File: config.mk
export PLATFORM = sky130hd
export DESIGN_NAME = msk_muxn_skid
export DESIGN_NICKNAME = d
export VERILOG_FILES = /design/src/rtl/msk_pkg.sv /design/src/rtl/msk_reg_en.sv /design/src/rtl/msk_muxn_skid.sv
export SDC_FILE = /design/constraint.sdc
export NUM_CORES = 1
export LEC_CHECK = 0
export ABC_AREA = 1
export CAP_MARGIN = 20
export CORE_AREA = 2 2 39 41
export DETAILED_ROUTE_END_ITERATION = 12
export DIE_AREA = 0 0 41 43
export GPL_ROUTABILITY_DRIVEN = 0
export PLACE_DENSITY = 0.64
export SLEW_MARGIN = 30
export SYNTH_ARGS = -nofsm -noshare
export SYNTH_HDL_FRONTEND = slang
export SYNTH_SLANG_ARGS = --single-unit
File: constraint.sdc
create_clock -name clk -period 1.4 [get_ports clk]
set_input_delay 0.28 -clock clk [delete_from_list [all_inputs] [get_ports clk]]
set_output_delay 0.28 -clock clk [all_outputs]
set_load 0.05 [all_outputs]
File: src/rtl/msk_pkg.sv
// Shared types and share-slicing helpers for the masked mux/skid slice.
// A sharing of `count` bits packs share s at [s*count +: count].
package msk_pkg;

    typedef enum logic [1:0] {
        StEmpty = 2'b00,
        StFull1 = 2'b10,
        StFull2 = 2'b11
    } skid_state_e;

    localparam string FV_TYPE_SHARING = "sharing";
    localparam string FV_TYPE_CONTROL = "control";
    localparam int unsigned FV_LATENCY = 1;

    // Flat index of (candidate, bit, share) inside a packed candidate vector.
    function automatic int unsigned bit_idx(input int unsigned cand, input int unsigned bit_i,
                                            input int unsigned share, input int unsigned count,
                                            input int unsigned d);
        return cand * count * d + share * count + bit_i;
    endfunction

endpackage

File: src/rtl/msk_reg_en.sv
// Enabled register with async active-low clear, stored as one kept bus per share
// so no share lanes are ever merged by synthesis.
module msk_reg_en #(
    parameter int unsigned d     = 2,
    parameter int unsigned count = 1
) (
    input  logic               clk,
    input  logic               rst_n,
    input  logic               en,
    input  logic [count*d-1:0] din,
    output logic [count*d-1:0] q
);

    for (genvar i = 0; i < d; i++) begin : g_share
        (* keep = "true", syn_keep = "true" *) logic [count-1:0] share_q;

        always_ff @(posedge clk or negedge rst_n) begin
            if (!rst_n) begin
                share_q <= '0;
            end else if (en) begin
                share_q <= din[i*count +: count];
            end
        end

        assign q[i*count +: count] = share_q;
    end

endmodule

File: src/rtl/msk_muxn_skid.sv
// Masked N-input mux with control select, registered output and a 2-entry skid
// buffer on a valid/ready handshake. Every share lane is muxed and stored on its own.
module msk_muxn_skid
    import msk_pkg::*;
#(
    parameter int unsigned d     = 2,
    parameter int unsigned count = 1,
    parameter int unsigned n_in  = 4,
    parameter int unsigned sel_w = 2
) (
    input  logic                    clk,
    input  logic                    rst_n,
    input  logic [sel_w-1:0]        sel,
    input  logic [n_in*count*d-1:0] in_data,
    input  logic                    in_valid,
    output logic                    in_ready,
    output logic [count*d-1:0]      out_data,
    output logic                    out_valid,
    input  logic                    out_ready
);

    localparam int unsigned SHARE_W = count;
    localparam int unsigned W       = count * d;

    skid_state_e state_q, state_d;
    logic        in_ready_q;
    logic        accept, emit;
    logic        out_en, skid_en, out_from_skid;
    logic [W-1:0] mux_data, out_din, skid_q, out_q;

    // Out-of-range selects match no candidate and fall through to an all-zero sharing.
    for (genvar i = 0; i < d; i++) begin : g_share_mux
        logic [SHARE_W-1:0] sh_mux;

        always_comb begin
            sh_mux = '0;
            for (int unsigned k = 0; k < n_in; k++) begin
                if (sel == sel_w'(k)) begin
                    sh_mux = in_data[bit_idx(k, 0, i, count, d) +: SHARE_W];
                end
            end
        end

        assign mux_data[i*SHARE_W +: SHARE_W] = sh_mux;
    end

    assign out_valid = (state_q != StEmpty);
    assign in_ready  = in_ready_q;
    assign accept    = in_valid & in_ready_q;
    assign emit      = out_valid & out_ready;

    always_comb begin
        state_d       = state_q;
        out_en        = 1'b0;
        skid_en       = 1'b0;
        out_from_skid = 1'b0;
        case (state_q)
            StEmpty: begin
                if (accept) begin
                    state_d = StFull1;
                    out_en  = 1'b1;
                end
            end
            StFull1: begin
                if (accept && emit) begin
                    out_en = 1'b1;
                end else if (accept) begin
                    state_d = StFull2;
                    skid_en = 1'b1;
                end else if (emit) begin
                    state_d = StEmpty;
                end
            end
            StFull2: begin
                if (emit) begin
                    state_d       = StFull1;
                    out_en        = 1'b1;
                    out_from_skid = 1'b1;
                end
            end
            default: state_d = StEmpty;
        endcase
    end

    // Per-bit select between same-index lanes; never crosses shares.
    assign out_din = out_from_skid ? skid_q : mux_data;

    always_ff @(posedge clk or negedge rst_n) begin
        if (!rst_n) begin
            state_q    <= StEmpty;
            in_ready_q <= 1'b1;
        end else begin
            state_q    <= state_d;
            in_ready_q <= (state_d != StFull2);
        end
    end

    msk_reg_en #(
        .d    (d),
        .count(count)
    ) u_skid_reg (
        .clk  (clk),
        .rst_n(rst_n),
        .en   (skid_en),
        .din  (mux_data),
        .q    (skid_q)
    );

    msk_reg_en #(
        .d    (d),
        .count(count)
    ) u_out_reg (
        .clk  (clk),
        .rst_n(rst_n),
        .en   (out_en),
        .din  (out_din),
        .q    (out_q)
    );

    assign out_data = out_q;

endmodule
# Yosys cells after proc, flatten, opt, wreduce, memory -nomap -nowiden
# Cells that the tools add are included.
dict set report word_totals {
  register_bits 7
  inputBits 14
  word_cells 40
}
dict set report classes {
  eq_ne 6
  mux 22
  bitwise 2
  reduce_logical 4
}
# op count
set op_table {}
lappend op_table {{two-way mux 1 bit} 14}
lappend op_table {{two-way mux 2 bit} 6}
lappend op_table {{== test 2 bit, second input constant} 4}
lappend op_table {{case mux 2 bit (3 select lines)} 1}
lappend op_table {{logical NOT 2 bit} 2}
lappend op_table {{case mux 1 bit (3 select lines)} 1}
lappend op_table {{bitwise AND 1 bit} 2}
lappend op_table {{== test 2 x 1 -> 1 bit, second input constant} 1}
lappend op_table {{!= test 2 bit, second input constant} 1}
lappend op_table {{nonzero test 2 bit} 1}
lappend op_table {{logical AND 1 bit} 1}

# Longest topological paths before layout
dict set report depth {
  depth_word 7
  depth_mapped 8
  depth_no_buf 8
}

# By module
# Synthesis repeated with hierarchy kept, for this count alone.
dict set report unflattened {
  cells_unflattened 63
  hier_area_um2 426.7
}
# mod n_inst cells_each area_each_um2 seq_area_each_um2
set modules_own_cells {}
lappend modules_own_cells {msk_muxn_skid 1 41 244.0 76.3}
lappend modules_own_cells {msk_reg_en 2 11 91.3 50.0}

# Worst setup path before layout
# OpenSTA, ideal clock, no wires.
dict set report synth_timing {
  path_kind {register to register}
  startpoint {reg in_ready_q (netlist: in_ready)}
  endpoint {reg u_out_reg.g_share[0].share_q}
  arrival_ps 1203
  t_required_ps 1335
  setup_slack_ps 132
  stages_incl_launch_ff 9
  period_less_slack_ps 1268
  path_cell_list {dfstp_2 -> nand2_1 -> inv_1 -> nand2_1 -> nand2_1 -> nand2_1 -> nor2_1 -> nand2_1 -> nand2_1}
}
dict set report synth_via {
  elab_chain_cells 4
  word_cells_on_any_way 5
  cone_classes {mux: 3; bitwise: 1; reduce/logical: 1}
}
# item line
set synth_lines {}
lappend synth_lines {{start: declaration} msk_muxn_skid.sv:26} ;# logic in_ready_q;
lappend synth_lines {{start signal: assignment} msk_muxn_skid.sv:94} ;# in_ready_q <= (state_d != StFull2);
lappend synth_lines {{bitwise AND 1 bit *} msk_muxn_skid.sv:49} ;# assign accept = in_valid & in_ready_q;
lappend synth_lines {{logical AND 1 bit} msk_muxn_skid.sv:65} ;# if (accept && emit) begin
lappend synth_lines {{two-way mux 1 bit} msk_muxn_skid.sv:65}
lappend synth_lines {{case mux 1 bit (3 select lines) *} msk_muxn_skid.sv:57} ;# case (state_q)
lappend synth_lines {{end signal: assignment} msk_reg_en.sv:21} ;# share_q <= din[i*count +: count];
lappend synth_lines {{end: declaration} msk_reg_en.sv:15} ;# (* keep = "true", syn_keep = "true" *) logic [count-1:0] share_q;
# Every way passes the cells marked *; elsewhere a longest branch is shown, timed or not.
# A chain may end at the register's enable or synchronous reset.

# Worst setup path after layout
dict set report layout_timing {
  startpoint {reg state_q[0]}
  endpoint {out out_valid}
}
dict set report layout_via {
  elab_chain_cells 1
}
# item line
set layout_lines {}
lappend layout_lines {{start: declaration} msk_muxn_skid.sv:25} ;# skid_state_e state_q, state_d;
lappend layout_lines {{start signal: assignment} msk_muxn_skid.sv:90} ;# state_q <= StEmpty;
lappend layout_lines {{start signal: assignment} msk_muxn_skid.sv:93} ;# state_q <= state_d;
lappend layout_lines {{nonzero test 2 bit} msk_muxn_skid.sv:47} ;# assign out_valid = (state_q != StEmpty);
lappend layout_lines {{end: declaration} msk_muxn_skid.sv:18} ;# output logic out_valid,
# No other way between the ends.

==> qor.csv <==
stage;metric;value;unit
yosys;synth_xor_area_share;0;%
clock_network;cts_resized;0;
drt;route.detailed.drc;0;
floorplan;core_area;1384;µm²
finish;design_area;629.4;µm²
sta;slew_violations;0;
drt;drtIter0Drc;5;
yosys;synth_compound_area_share;6.452;%
yosys;synth_top_family_by_area;simple AND/OR/NAND/NOR gates;
floorplan;fp.dieArea;1763;µm²
worst_setup_path;start_kind;flip-flop;
power_and_ir_drop;power_density;1375;nW/µm²
yosys;avgSynthCellArea;6.926;µm²
grt;grt_pass1_vias;358;
drt;detail-route-antenna-nets;0;
clock_network;cts-root-buf;clkbuf_4;
finish;layout.nets;90;
floorplan;fp-row-count;14;
yosys;synth_nets;70;
worst_setup_path;crit_chain;inv_1 > nand2_1 > buf_12;
drt;via_per_inst;4.297;
drt;first_pass_iters;4;
worst_setup_path;crit_fanout;4;
sta;finalCritPeriodShare;91.16;%
finish;syn_to_final_growth;62.26;%
drt;wl_per_cell;8.527;µm
placed_design;place_area;603.1;µm²
sta;rsz0062_at_grt;no;
clock_network;h-tree-depth;1;
yosys;synth-simple-area-share;38.39;%
sta;setup_ws;123.7;ps
worst_setup_path;startpoint;state_q[0];
worst_setup_path;cp_slowest_cell;dfrtp_1;
finish;antenna_cells;0;
sta;setup_violations;0;
sta;worst_slew_pin_slew;338.5;ps
status;status;finished clean;
job;cap_viol_max_count;0;
power_and_ir_drop;total_power;865.3;µW
clock_network;numCtsBuffers;3;
floorplan;die_x;41;µm
floorplan;start_util;28.03;%
finish;drive_gt1_share;10.67;%
worst_setup_path;r2r-end;u_out_reg.g_share[0].share_q;
placed_design;hpwl;648.8;µm
yosys;ys_warn_count;0;
worst_setup_path;critPathKind;flip-flop to output port;
finish;fillers;139;
yosys;synth_cells;56;
grt;grt_max_degree;8;
yosys;synth-seq-cells;7;
clock_network;clk_path_buf_depth;2;
floorplan;ios;18;
clock_network;cts_hold_buf;0;
drt;wl;776;µm
yosys;ys_types;10;
grt;grtUsageTotal;12.32;%
worst_setup_path;crit_path_end_kind;output port;
sta;period_minus_slack;1276;ps
clock_network;numClockSinks;7;
grt;antenna_found_initial;0;
yosys;synth.cell_area;387.9;µm²
sta;hold_viol_final;0;
clock_network;insertion_delay;250;ps
worst_setup_path;r2r_slack;230;ps
clock_network;clk_pin_slew;60;ps
sta;max_freq;0.7835;GHz
power_and_ir_drop;peakVddDrop;623.9;µV
finish;final_util;45.48;%
sta;fin_tns_setup;0;ps
yosys;yosysSeqAreaShare;45.48;%
power_and_ir_drop;p_leak;0.3116;nW
worst_setup_path;worstSetupEndpoint;out_valid;
yosys;synthAdderAreaFrac;0;%
clock_network;cts_setup_buffers;0;
worst_setup_path;required;1120;ps
grt;overflow;0;
worst_setup_path;worst_r2r_path_depth;8;
sta;skew;7.914;ps
yosys;synth.area.mux_share;0;%
placed_design;place.port_buffers;17;
clock_network;cts_tree;built;
sta;max_slew_margin;77.37;%
worst_setup_path;crit_arrival;1000;ps
placed_design;preCtsSetupSlack;-61.50;ps
grt;grt_pass1_wl;1393;µm
worst_setup_path;cpPeakStageDelay;390;ps
hold_path;hold_class;input pin to asynchronous set/reset pin;
floorplan;dieHeight;43;µm
drt;vias;391;
worst_setup_path;r2r_start;in_ready;
-- stage by stage --
| stage | hold slack (ps) | instances |
|---|---|---|
| after floorplan | -15.59 | 56 |
| after global placement | 469.1 | 87 |
| after detailed placement | 475.6 | 87 |
| after CTS | 292.0 | 91 |
| after global routing | 304.5 | 91 |
| final | 291.1 | 91 |
-- worst min path at each step --
stage	end	depth (start not counted)	slack, ps
5_1_grt	state_q[0]	1	300
3_3_place_gp	u_skid_reg.g_share[0].share_q	2	470
6_report	state_q[1]	1	290
2_1_floorplan	state_q[0]	0	-20
3_5_place_dp	u_skid_reg.g_share[1].share_q	2	480
4_1_cts	state_q[1]	1	290
-- state kept, by name, indices dropped and copies added (netlist names) --
name / count
in_ready: 1
u_out_reg.g_share.share_q: 2
state_q: 2
u_skid_reg.g_share.share_q: 2
-- power breakdown --
group          leakage (nW)  switching (mW)  internal, mW
clock network        0.0150          0.0778         0.109
logic                 0.212           0.194         0.183
registers            0.0851          0.0422         0.259
total                 0.312           0.314         0.552
-- synthesized netlist by cell type --
library cell	number	area [µm²]
or2_0	2	12.51
nand3_1	7	35.03
nand2_1	21	78.83
dfrtp_1	6	150.1
inv_1	6	22.52
dfstp_2	1	26.28
a21oi_1	1	5.000
buf_4	2	15.01
nor2_1	6	22.52
o21ai_0	4	20.02
-- cells in the final DEF (no fill, tap or decap) --
master           count
or2_0                2
dfstp_2              1
nor2_1               6
clkbuf_4             3
dfrtp_1              6
a21oi_1              1
buf_12               4
clkbuf_1             1
nand3_1              7
nand2_1             21
inv_1                6
o21ai_0              4
clkdlybuf4s50_1     13
-- layer usage --
metal	GRT usage (%)	up-vias	share of wire, %
met5	0	-	0
met1	14.10	159	44
met4	8.000	0	2.4
met2	16.88	18	46
met3	6.806	2	8.0
li1	-	212	-
-- worst max-delay path: cells and delay by family (launching register included) --
kind	cells	cell delay [ps]
buffers and inverters	2	270
flip-flops	1	390
AND/OR/NAND/NOR	1	100
-- layout make-up --
class,count,area [µm²],share of cell area (%)
multi-input combinational,41,173.9,27.63
tap,16,20.02,3.181
sequential,7,176.4,28.03
timing repair buffer,17,210.2,33.40
inverter,6,22.52,3.579
clock buffer,4,26.28,4.175
-- logic make-up after synthesis --
logic type      Yosys count
compound gates            5
buf+inv                   8
flops                     7
simple gates             36
No activity file was read; power rests on OpenSTA's default activity.
==> variant 1: new RTL, same settings <==
The parameter `n_in` goes from 4 to 3.
--- a/src/rtl/msk_muxn_skid.sv
+++ b/src/rtl/msk_muxn_skid.sv
@@ -5,7 +5,7 @@
 #(
     parameter int unsigned d     = 2,
     parameter int unsigned count = 1,
-    parameter int unsigned n_in  = 4,
+    parameter int unsigned n_in  = 3,
     parameter int unsigned sel_w = 2
 ) (
     input  logic                    clk,
Interface: changed (resized in_data); port bits go from 18 to 16. The function was not compared with the original's and may differ.
==> variant 1 against the unedited design <==
Wire length increased by 9.4%. Global-route usage decreased by 0.089 points. Worst hold slack got worse by 12 ps. Sequential cell count unchanged. Final area decreased by 1.6%. Non-clock buffer count decreased by 2. Count of clock-buffer cells in the layout unchanged. Total power decreased by 0.89%. Area after synthesis increased by 5.5%. Setup slack got worse by 28 ps. First-iteration DRC count increased by 40%. Synthesized cell count decreased by 7.1%. Critical endpoint unchanged.
==> variant 1: results (changes against the unedited design) <==
| Metric | Value |
|---|---|
| Status | completed |
| Fill count | 133 (-4.3%) |
| Share of cells above drive strength 1 | 0.191 (+0.0845) |
| Wirelength per Cell | 10.1 um (+19%) |
| Fin cells | 84 (-7.7%) |
| Initial antenna violation count | 0 (unchanged) |
| Hold WC Path Type | primary input to async pin |
| Clock Skew | 2.31 ps (-5.61 ps) |
| Leak Pwr | 0.303 nW (-2.9%) |
| Ys async rst share | 1.00 (unchanged) |
| Vias | 382 (-2.3%) |
| Pint | 0.000541 W (-2.0%) |
| Nets | 81 (-10%) |
| DP HPWL | 680 um (+4.8%) |
| WL met1 | 404 um (+19%) |
| CTS buffer count | 3 (unchanged) |
| Fin. max-slew vios | 0 (unchanged) |
| WL met3 | 48 um (-23%) |
| Placement Setup Slack | -33.4 ps (+28.1 ps) |
| Gr usage total | 0.122 (-0.000887) |
| Critical path peak fanout | 3 (-1) |
| Synth area leaders | dfrtp_1 37%, nand2_1 13%, nand3_1 12% |
| Max H-tree Level | 1 (unchanged) |
| # resized after CTS | 0 (unchanged) |
| Top layer used by detailed routing | met4 |
| Iter 0 DRT Violations | 7 (+2) |
| I/O Buffers | 15 (-2) |
| Synthesized area per cell | 7.87 um2 (+14%) |
| Worst VDD drop | 0.578 mV (-7.3%) |
| DRT Pass-1 Iters | 2 (-2) |
| Regs by FF count | state_q (2), u_out_reg.g_share.share_q (2), u_skid_reg.g_share.share_q (2) |
| ANT cells | 0 (unchanged) |
| First-pass GRT wire length | 1310 um (-5.9%) |
| Critical Path AT | 1020 ps (+20 ps) |
| Synth unique cells | 16 (+6) |
| Mapped Nets | 64 (-8.6%) |
| Synth cell count leaders | 14 x nand2_1, 10 x nand3_1, 6 x dfrtp_1 |
| Clock-pin slew on the worst setup and hold paths | 50 ps |
| Met2 wire length | 371 um (+4.8%) |
| Initial Util | 0.296 (+0.0154) |
| Clock Power | 0.000187 W (about the same) |
| Vias in the first global route | 360 (+0.56%) |
| Worst Tran Pin Value | 335 ps (-3.66 ps) |
| DP Cell Count | 80 (-8.0%) |
| Post-synthesis sequential area ratio | 0.431 (-0.0236) |
-- variant 1: cell families after synthesis --
kind of cell           synth area share
AND/OR/NAND/NOR                   0.413
buffers and inverters             0.110
AO/OA/AOI/OAI                    0.0459
flip-flops                        0.431
-- variant 1: layout make-up --
type                    instances  area share
well taps                      16      0.0323
clock buffers                   4      0.0424
inverters                       5      0.0303
flip-flops and latches          7       0.285
multi-input cells              37       0.303
repair buffers                 15       0.307
-- variant 1: path summary, 6_finish.rpt --
path                                                 endpoint  slack (ps)  cells past startpoint
worst min-delay path             u_out_reg.g_share[0].share_q         280                      1
worst max register to register   u_out_reg.g_share[0].share_q         210                      6
worst max-delay path                                out_valid         100                      3
max in group asynchronous                            in_ready         830                      1
min in group clk                u_skid_reg.g_share[0].share_q         500                      2
worst min register to register  u_skid_reg.g_share[0].share_q         500                      2
-- variant 1: worst max-delay path: stages (launching register included) --
cell     delay, ps
dfrtp_1        390
inv_1          120
nand2_1        100
buf_12         160
-- variant 1: layer usage --
metal | GRT usage | up-vias
met5 | 0 | -
met1 | 0.138 | 168
li1 | - | 197
met2 | 0.163 | 14
met4 | 0.120 | 0
met3 | 0.0471 | 3
-- variant 1: through the flow --
| step | instance area [um2] | total power, W | TNS [ps] |
|---|---|---|---|
| 2_1_floorplan | 409 | 0.000524 | 0 |
| 3_3_place_gp | 593 | 0.000678 | -48.0 |
| 3_5_place_dp | 593 | 0.000677 | -60.3 |
| 4_1_cts | 619 | 0.000869 | 0 |
| 5_1_grt | 619 | 0.000909 | 0 |
| 6_report | 619 | 0.000858 | 0 |
==> variant 2: new RTL, same flow settings <==
Without the edit above. Reset style: synchronous (`rst_n`), changed in 2 clocked blocks. Comments in the files are not updated.
--- a/src/rtl/msk_reg_en.sv
+++ b/src/rtl/msk_reg_en.sv
@@ -14,7 +14,7 @@
     for (genvar i = 0; i < d; i++) begin : g_share
         (* keep = "true", syn_keep = "true" *) logic [count-1:0] share_q;
 
-        always_ff @(posedge clk or negedge rst_n) begin
+        always_ff @(posedge clk) begin
             if (!rst_n) begin
                 share_q <= '0;
             end else if (en) begin
--- a/src/rtl/msk_muxn_skid.sv
+++ b/src/rtl/msk_muxn_skid.sv
@@ -85,7 +85,7 @@
     // Per-bit select between same-index lanes; never crosses shares.
     assign out_din = out_from_skid ? skid_q : mux_data;
 
-    always_ff @(posedge clk or negedge rst_n) begin
+    always_ff @(posedge clk) begin
         if (!rst_n) begin
             state_q    <= StEmpty;
             in_ready_q <= 1'b1;
Check against the original RTL: differs if rst_n is asserted again (counterexample within 4 cycles, from zero or initial values and one cycle with rst_n low); with rst_n held inactive, the same outputs for 10 cycles.
==> variant 2 against the unedited design <==
Cell count rose by 4.4%. Utilization grew 1.5 points. Sequential cell count did not move. Setup slack better by 76 ps. Register-to-register slack improved by 170 ps. Final area rose by 3.4%. Wire length did not move. Sequential share of layout area down 6.5 points. Non-clock buffer count did not move. Worst hold slack improved by 230 ps. Area after synthesis rose by 5.5%.
Power is not compared: it rests on default switching activity, and its combinational part moved more than twofold at a synthesized area within 25%.
==> variant 2: results (changes against the unedited design) <==
| Metric | Value |
|---|---|
| Worst setup path start | sel[0] |
| DRT Pass-1 Iters | 2 (-2) |
| FF-to-FF path depth | 5 (-3) |
| Synth cell count leaders | 9 x inv_1, 9 x nand2_1, 8 x nand3_1 |
| Fill count | 138 (-0.72%) |
| Wirelength per Cell | 8.17 um (-4.2%) |
| Nets | 94 (+4.4%) |
| Clock Skew | 5.20 ps (-2.72 ps) |
| Family with the most delay on the worst path | buffers and inverters |
| Synth area leaders | dfxtp_1 34%, nand3_1 9.8%, inv_1 8.3% |
| Hold WC Path Type | register to register |
| Final WS setup | 200 ps (+76.3 ps) |
| DP HPWL | 682 um (+5.1%) |
| Mapped Nets | 74 (+5.7%) |
| Placed inst area | 624 um2 (+3.5%) |
| Worst hold stages | 2 |
| Slowest Stage Delay on Critical Path | 550 ps (+160 ps) |
| Critical path peak fanout | 6 (+2) |
| Pin count of the biggest net entering global routing | 7 (-1) |
| Status | completed |
| Critical R2R Launch | in_ready |
| Synth Area in Adders | 0 (unchanged) |
| Worst reg2reg path endpoint | u_out_reg.g_share[0].share_q |
| Vias per cell | 4.52 (+5.1%) |
| First-pass GRT wire length | 1340 um (-3.9%) |
| Ys async rst share | 0 (-1.00) |
| Worst Tran Pin Value | 208 ps (-131 ps) |
| DP Cell Count | 91 (+4.6%) |
| Share of cells above drive strength 1 | 0.203 (+0.0959) |
| Vias | 429 (+9.7%) |
| Gr usage total | 0.117 (-0.00630) |
| Synth unique cells | 15 (+5) |
| Reg2reg setup slack | 400 ps (+170 ps) |
| Post-synthesis sequential area ratio | 0.343 (-0.112) |
| Iter 0 DRT Violations | 4 (-1) |
| Slowest-stage cell, CP | clkdlybuf4s50_1 |
## variant 2: power breakdown
| part | internal (W) | leakage (nW) | switching (W) | total [W] |
|---|---|---|---|---|
| registers | 0.000211 | 0.0574 | 0.00000950 | 0.000221 |
| logic | 0.0000857 | 0.207 | 0.0000799 | 0.000166 |
| clock network | 0.000109 | 0.0150 | 0.0000725 | 0.000181 |
## variant 2: per-layer routing
layer,part of all wire,global-route usage
met4,0.018,0.100
met2,0.53,0.172
met3,0.040,0.0471
met1,0.41,0.121
met5,0,0
## variant 2: final cells by class
cell class | instances | area share
Clock buffer | 4 | 0.0404
Inverter | 11 | 0.0635
Multi-Input combinational cell | 40 | 0.327
Sequential cell | 7 | 0.215
Tap cell | 16 | 0.0308
Timing Repair Buffer | 17 | 0.323
## variant 2: worst reg2reg max path, cell delays in order, from the launching register on
cell     delay, ps
dfxtp_1        390
nand3_2        140
nand2_2        110
nand2_2         80
nor2_1         130
a21oi_2         60
